## src/rtl/controller_pkg.sv

```systemverilog
// Shared encodings for the multicycle RV32I main controller: FSM states,
// opcodes, ALUOp and datapath mux selects, and the control word bundle.
// Optional feature macro: CTRL_HALT_EN (adds the HALT state for SYSTEM opcodes).
package controller_pkg;

   // RV32I major opcodes (instruction bits [6:0])
   localparam logic [6:0] OP_LOAD   = 7'b0000011;
   localparam logic [6:0] OP_STORE  = 7'b0100011;
   localparam logic [6:0] OP_RTYPE  = 7'b0110011;
   localparam logic [6:0] OP_ITYPE  = 7'b0010011;
   localparam logic [6:0] OP_BRANCH = 7'b1100011;
   localparam logic [6:0] OP_JAL    = 7'b1101111;
   localparam logic [6:0] OP_LUI    = 7'b0110111;
   localparam logic [6:0] OP_AUIPC  = 7'b0010111;
   localparam logic [6:0] OP_SYSTEM = 7'b1110011;

   // ALUOp field handed to the ALU operation decoder
   localparam logic [1:0] ALUOP_ADD    = 2'b00;
   localparam logic [1:0] ALUOP_BRANCH = 2'b01;
   localparam logic [1:0] ALUOP_FUNCT  = 2'b10;

   // ALU operand A select
   localparam logic [1:0] SRCA_PC    = 2'b00;
   localparam logic [1:0] SRCA_OLDPC = 2'b01;
   localparam logic [1:0] SRCA_REGA  = 2'b10;
   localparam logic [1:0] SRCA_ZERO  = 2'b11;

   // ALU operand B select
   localparam logic [1:0] SRCB_REGB = 2'b00;
   localparam logic [1:0] SRCB_IMM  = 2'b01;
   localparam logic [1:0] SRCB_FOUR = 2'b10;

   // Result bus select
   localparam logic [1:0] RES_ALUOUT    = 2'b00;
   localparam logic [1:0] RES_DATA      = 2'b01;
   localparam logic [1:0] RES_ALURESULT = 2'b10;

   typedef enum logic [3:0] {
      S_FETCH,
      S_DECODE,
      S_MEMADR,
      S_MEMREAD,
      S_MEMWB,
      S_MEMWRITE,
      S_EXEC_R,
      S_EXEC_I,
      S_ALUWB,
      S_BRANCH,
      S_JAL,
      S_LUI,
      S_AUIPC
`ifdef CTRL_HALT_EN
      , S_HALT
`endif
   } ctrl_state_t;

   // Datapath control word produced by the output decoder
   typedef struct packed {
      logic [1:0] alu_op;
      logic [1:0] alu_src_a;
      logic [1:0] alu_src_b;
      logic [1:0] result_src;
      logic       adr_src;
      logic       mem_read;
      logic       mem_write;
      logic       ir_write;
      logic       pc_write;
      logic       branch;
      logic       reg_write;
   } ctrl_word_t;

   // True when DECODE has somewhere legal to send this opcode
   function automatic logic opcode_supported(input logic [6:0] op);
      case (op)
         OP_LOAD, OP_STORE, OP_RTYPE, OP_ITYPE,
         OP_BRANCH, OP_JAL, OP_LUI, OP_AUIPC: return 1'b1;
`ifdef CTRL_HALT_EN
         OP_SYSTEM:                           return 1'b1;
`endif
         default:                             return 1'b0;
      endcase
   endfunction

endpackage

```

## src/rtl/ctrl_out_decode.sv

```systemverilog
// Combinational map from controller state (plus MemReady in FETCH) to the
// datapath control word. Everything not named for a state stays 0.
module ctrl_out_decode
   import controller_pkg::*;
(
   input  ctrl_state_t state,
   input  logic        mem_ready,
   output ctrl_word_t  ctrl
);

   // Per-state control word; IRWrite/PCWrite in FETCH follow MemReady
   always_comb begin
      // NOTE: default every field first so no path through the case infers a latch.
      ctrl = '0;
      case (state)
         S_FETCH: begin
            ctrl.adr_src    = 1'b0;
            ctrl.mem_read   = 1'b1;
            ctrl.alu_src_a  = SRCA_PC;
            ctrl.alu_src_b  = SRCB_FOUR;
            ctrl.alu_op     = ALUOP_ADD;
            ctrl.result_src = RES_ALURESULT;
            ctrl.ir_write   = mem_ready;
            ctrl.pc_write   = mem_ready;
         end
         S_DECODE: begin
            ctrl.alu_src_a = SRCA_OLDPC;
            ctrl.alu_src_b = SRCB_IMM;
            ctrl.alu_op    = ALUOP_ADD;
         end
         S_MEMADR: begin
            ctrl.alu_src_a = SRCA_REGA;
            ctrl.alu_src_b = SRCB_IMM;
            ctrl.alu_op    = ALUOP_ADD;
         end
         S_MEMREAD: begin
            ctrl.adr_src    = 1'b1;
            ctrl.result_src = RES_ALUOUT;
            ctrl.mem_read   = 1'b1;
         end
         S_MEMWB: begin
            ctrl.result_src = RES_DATA;
            ctrl.reg_write  = 1'b1;
         end
         S_MEMWRITE: begin
            ctrl.adr_src    = 1'b1;
            ctrl.result_src = RES_ALUOUT;
            ctrl.mem_write  = 1'b1;
         end
         S_EXEC_R: begin
            ctrl.alu_src_a = SRCA_REGA;
            ctrl.alu_src_b = SRCB_REGB;
            ctrl.alu_op    = ALUOP_FUNCT;
         end
         S_EXEC_I: begin
            ctrl.alu_src_a = SRCA_REGA;
            ctrl.alu_src_b = SRCB_IMM;
            ctrl.alu_op    = ALUOP_FUNCT;
         end
         S_ALUWB: begin
            ctrl.result_src = RES_ALUOUT;
            ctrl.reg_write  = 1'b1;
         end
         S_BRANCH: begin
            ctrl.alu_src_a  = SRCA_REGA;
            ctrl.alu_src_b  = SRCB_REGB;
            ctrl.alu_op     = ALUOP_BRANCH;
            ctrl.result_src = RES_ALUOUT;
            ctrl.branch     = 1'b1;
         end
         S_JAL: begin
            ctrl.alu_src_a  = SRCA_OLDPC;
            ctrl.alu_src_b  = SRCB_FOUR;
            ctrl.alu_op     = ALUOP_ADD;
            ctrl.result_src = RES_ALUOUT;
            ctrl.pc_write   = 1'b1;
         end
         S_LUI: begin
            ctrl.alu_src_a = SRCA_ZERO;
            ctrl.alu_src_b = SRCB_IMM;
            ctrl.alu_op    = ALUOP_ADD;
         end
         S_AUIPC: begin
            ctrl.alu_src_a = SRCA_OLDPC;
            ctrl.alu_src_b = SRCB_IMM;
            ctrl.alu_op    = ALUOP_ADD;
         end
         default: ctrl = '0;
      endcase
   end

endmodule

```

## src/rtl/multicycle_controller.sv

```systemverilog
// Main control FSM of the multicycle RV32I core: state register, next-state
// logic, and output stage (control word from ctrl_out_decode, gated by reset).
// Optional feature macro: CTRL_HALT_EN (SYSTEM opcode parks the core in HALT).
module multicycle_controller
   import controller_pkg::*;
(
   input  logic       clk,
   input  logic       reset,
   input  logic [6:0] Opcode,
   input  logic       MemReady,
   output logic [1:0] ALUOp,
   output logic [1:0] ALUSrcA,
   output logic [1:0] ALUSrcB,
   output logic [1:0] ResultSrc,
   output logic       AdrSrc,
   output logic       MemRead,
   output logic       MemWrite,
   output logic       IRWrite,
   output logic       PCWrite,
   output logic       Branch,
   output logic       RegWrite,
   output logic       IllegalInstr,
   output logic       Halted
);

   ctrl_state_t state_q;
   ctrl_state_t state_d;
   ctrl_word_t  ctrl;
   ctrl_word_t  ctrl_out;
   logic        illegal;
   logic        halted;

   // State register with synchronous reset to FETCH
   always_ff @(posedge clk) begin
      // NOTE: sequential state uses non-blocking assignment so every flop samples pre-edge values.
      if (reset) begin
         state_q <= S_FETCH;
      end else begin
         state_q <= state_d;
      end
   end

   // Next-state: Opcode matters only in DECODE and MEMADR, MemReady only in memory waits
   always_comb begin
      state_d = state_q;
      case (state_q)
         S_FETCH:    if (MemReady) state_d = S_DECODE;
         S_DECODE: begin
            case (Opcode)
               OP_LOAD, OP_STORE: state_d = S_MEMADR;
               OP_RTYPE:          state_d = S_EXEC_R;
               OP_ITYPE:          state_d = S_EXEC_I;
               OP_BRANCH:         state_d = S_BRANCH;
               OP_JAL:            state_d = S_JAL;
               OP_LUI:            state_d = S_LUI;
               OP_AUIPC:          state_d = S_AUIPC;
`ifdef CTRL_HALT_EN
               OP_SYSTEM:         state_d = S_HALT;
`endif
               default:           state_d = S_FETCH;
            endcase
         end
         S_MEMADR:   state_d = Opcode[5] ? S_MEMWRITE : S_MEMREAD;
         S_MEMREAD:  if (MemReady) state_d = S_MEMWB;
         S_MEMWB:    state_d = S_FETCH;
         S_MEMWRITE: if (MemReady) state_d = S_FETCH;
         S_EXEC_R, S_EXEC_I, S_JAL, S_LUI, S_AUIPC: state_d = S_ALUWB;
         S_ALUWB, S_BRANCH: state_d = S_FETCH;
`ifdef CTRL_HALT_EN
         S_HALT:     state_d = S_HALT;
`endif
         default:    state_d = S_FETCH;
      endcase
   end

   ctrl_out_decode u_out_decode (
      .state     (state_q),
      .mem_ready (MemReady),
      .ctrl      (ctrl)
   );

   // Output stage: reset forces every output low, abandoning any in-flight access
   always_comb begin
      ctrl_out = ctrl;
      illegal  = (state_q == S_DECODE) && !opcode_supported(Opcode);
`ifdef CTRL_HALT_EN
      halted   = (state_q == S_HALT);
`else
      halted   = 1'b0;
`endif
      if (reset) begin
         ctrl_out = '0;
         illegal  = 1'b0;
         halted   = 1'b0;
      end
   end

   assign ALUOp        = ctrl_out.alu_op;
   assign ALUSrcA      = ctrl_out.alu_src_a;
   assign ALUSrcB      = ctrl_out.alu_src_b;
   assign ResultSrc    = ctrl_out.result_src;
   assign AdrSrc       = ctrl_out.adr_src;
   assign MemRead      = ctrl_out.mem_read;
   assign MemWrite     = ctrl_out.mem_write;
   assign IRWrite      = ctrl_out.ir_write;
   assign PCWrite      = ctrl_out.pc_write;
   assign Branch       = ctrl_out.branch;
   assign RegWrite     = ctrl_out.reg_write;
   assign IllegalInstr = illegal;
   assign Halted       = halted;

endmodule

```

## config.mk

```make
export PLATFORM = sky130hd
export DESIGN_NAME = multicycle_controller
export DESIGN_NICKNAME = d
export VERILOG_FILES = /design/src/rtl/controller_pkg.sv /design/src/rtl/ctrl_out_decode.sv /design/src/rtl/multicycle_controller.sv
export SDC_FILE = /design/constraint.sdc
export NUM_CORES = 1
export LEC_CHECK = 0
export CAP_MARGIN = 20
export CORE_UTILIZATION = 52
export CTS_CLUSTER_DIAMETER = 150
export DETAILED_ROUTE_END_ITERATION = 10
export DONT_BUFFER_PORTS = 1
export PLACE_DENSITY = 0.66
export SLEW_MARGIN = 5
export SYNTH_ARGS = -nofsm -noshare
export SYNTH_HDL_FRONTEND = slang
export SYNTH_SLANG_ARGS = --single-unit
```

## constraint.sdc

```tcl
create_clock -name clk -period 2.4 [get_ports clk]
set_input_delay 0.24 -clock clk [delete_from_list [all_inputs] [get_ports clk]]
set_output_delay 0.24 -clock clk [all_outputs]
set_load 0.05 [all_outputs]
```

==> results_dict.tcl <==
set metrics [dict create \
    status "completed" \
    yosysTopAreaCell "dfxtp_1" \
    synthCells 97 \
    drt-initial-drc-count 21 \
    setup_violations 0 \
    slew_violations 0 \
    cp.required_ns 2.16 \
    reg2reg_depth 4 \
    die_w_um 39.2 \
    r2r-end "state_q[0]" \
    yosys-top-cells-count "nor2_1, a21oi_1, o21ai_0" \
    final_nets 115 \
    grt_pass1_vias 558 \
    dpl.hpwl_mm 1.15 \
    cp_num_buf_inv 1 \
    cp_slowest_cell "dfxtp_1" \
    p_total_uw 261 \
    first_pass_iters 4 \
    clock-sinks 4 \
    io_buffers 0 \
    period_minus_slack_ns 2.10 \
    cts_root_buf "clkbuf_4" \
    vias 702 \
    min-delay-start "Opcode[3]" \
    yosysMostFrequentCell "nor2_1" \
    cts_resized 0 \
    post-route-period-util 0.875 \
    worst_pin_slew_ns 0.684 \
    yosysWarnings 0 \
    antenna_found_initial 0 \
    crit_type "flop to output pin" \
    largest_reg_flops 4 \
    layout_setup_ws_ns 0.300 \
    postCtsSetupBuffers 0 \
    nFillCells 126 \
    synth_top_family_by_area "simple AND/OR/NAND/NOR gates" \
    clk_path_buf_depth 2 \
    synth_compound_area_frac 0.272 \
    area_delta_synth_final_pct 12.2 \
    diodes 0 \
    rows 13 \
    holdBufCountCts 0 \
    worstPathMaxFanout 14 \
    syn_nets 107 \
    crit-reg2reg-launch "state_q[0]" \
    whs_path_depth 1 \
    leakage_uw 0.000348 \
    hold_viol_final 0 \
    die_h_um 39.2 \
    syn_avg_cell_area_um2 7.40 \
    synth_cell_types 48 \
    ys_seq_elements 4 \
    die_area_um2 1530 \
    syn_area_um2 718 \
    grt_pass1_wl_mm 2.40 \
    pin_count 27 \
    crit_chain "nor2b_4 > nand2b_2 > nand2b_4 > a31oi_1 > buf_4" \
    critical_path.top_delay_family "flip-flops" \
    post_layout_nonfiller_instances 118 \
    cts_buffers 3 \
    min_to "state_q[0]" \
    start_util 0.559 \
    hold_class "primary input to flop" \
    top_regs "state_q: 4 flops" \
    clk_pin_slew_ns 0.05 \
    place_congestion 0.857 \
    synth_top_cells_by_area "dfxtp_1, buf_6, a21oi_1" \
    dp_cells 115 \
    synth_ff_type "dfxtp_1" \
    rrSetupSlack_ns 0.73 \
    htree_levels 1 \
    yosys.area_share.simple 0.378 \
    worst_setup_path_start_kind "flop" \
    drive_gt1_frac 0.301 \
    grt_max_degree 20 \
    synthArstFlopShare 0 \
    synthXorXnorAreaFrac 0.0714 \
    worst_setup_path_end_kind "output pin" \
    relSlewSlack 0.543 \
    max_stage_delay_ns 0.68 \
    routedWlPerCell_um 13.6 \
    regMostFlops "state_q" \
    track_usage 0.229 \
    p_per_area_nw_per_um2 323 \
    drv_cap 0 \
    vdd_ir_drop_max_mv 0.232 \
    synth-seq-area-share 0.111 \
    avgViaCountPerCell 5.95 \
    fin_skew_ns 0.00900 \
    clkLatencyLatePin_ns 0.25 \
    cts_tree "built" \
    tns_ns 0 \
    arrival_ns 1.86 \
    synthAdderAreaFrac 0 \
    postRouteAntennaNets 0 \
    synthMuxAreaShare 0.0296 \
    rsz0062_at_grt "false" \
    synth_edf_count 0 \
    synth_top_area_share 0.111 \
    coreArea_um2 1280 \
    grt-ovfl-total 0 \
    pre_cts_ws_ns 0.573 \
    route.detailed.drc 0 \
    path_depth 5 \
    finalWirelength_mm 1.61 \
    fmax_ghz 0.476 \
]
==> how the worst max path moves through the flow <==
stage,end,start,slack [ns]
after global placement,IllegalInstr,state_q[0],0.59
after CTS,IllegalInstr,state_q[0],0.30
final,IllegalInstr,state_q[0],0.30
after floorplan,IRWrite,state_q[1],0.16
after global routing,ALUSrcB[0],state_q[2],0.13
after detailed placement,IllegalInstr,state_q[0],0.57
==> layout by cell type, fill, tap and decap left out, types with 2 or more instances in the layout <==
cell      instances
nor4_1            2
buf_4            13
nor4_2            2
nand3_1           3
a31oi_1           2
nor3b_1           2
nor2b_1           3
nor2_1            9
o21ai_0           5
inv_1             3
nand2_1           4
o32ai_1           2
clkbuf_4          3
a211o_1           2
nor3_1            3
dfxtp_1           4
xor2_1            3
nand3b_1          2
nand2b_1          2
a21oi_1           7
==> through the flow <==
step	hold slack (ns)	cell area, µm²	utilization
6_report	0.106	806	0.627
5_1_grt	0.108	806	0.627
4_1_cts	0.0967	806	0.627
3_5_place_dp	0.359	783	0.610
3_3_place_gp	0.352	783	0.610
2_1_floorplan	0.360	731	-
==> worst register-to-register path, stage by stage, from the launching register on <==
cell,delay [ns]
dfxtp_1,0.68
nor2b_4,0.30
nand2b_2,0.12
nand2b_4,0.16
o41ai_2,0.31
==> where the power goes <==
group	switching, µW	internal [µW]	total, µW
clock network	34.6	56.4	91.0
registers	6.02	68.0	74.0
logic	56.6	39.0	95.6
total	97.2	163	261
==> final cells by class <==
class / count / area [µm²] / share of cell area
well taps: 15 / 18.8 / 0.0233
inverters: 3 / 11.3 / 0.0140
flip-flops and latches: 4 / 80.1 / 0.0994
multi-input cells: 79 / 556 / 0.689
clock buffers: 3 / 22.5 / 0.0280
repair buffers: 14 / 118 / 0.146
==> kinds of logic after synthesis <==
family | count (synthesis)
buffers and inverters | 14
AO/OA/AOI/OAI | 28
XOR/XNOR | 5
other | 1
multiplexers | 2
AND/OR/NAND/NOR | 43
flip-flops | 4
==> routing by layer <==
metal  track usage  up-vias  routed length, µm
li1              -      362                  -
met3        0.0116        2                 68
met4         0.129        0                 15
met5             0        -                  0
met1         0.313      319                787
met2         0.350       19                736
No activity file was read; power rests on OpenSTA's default activity.
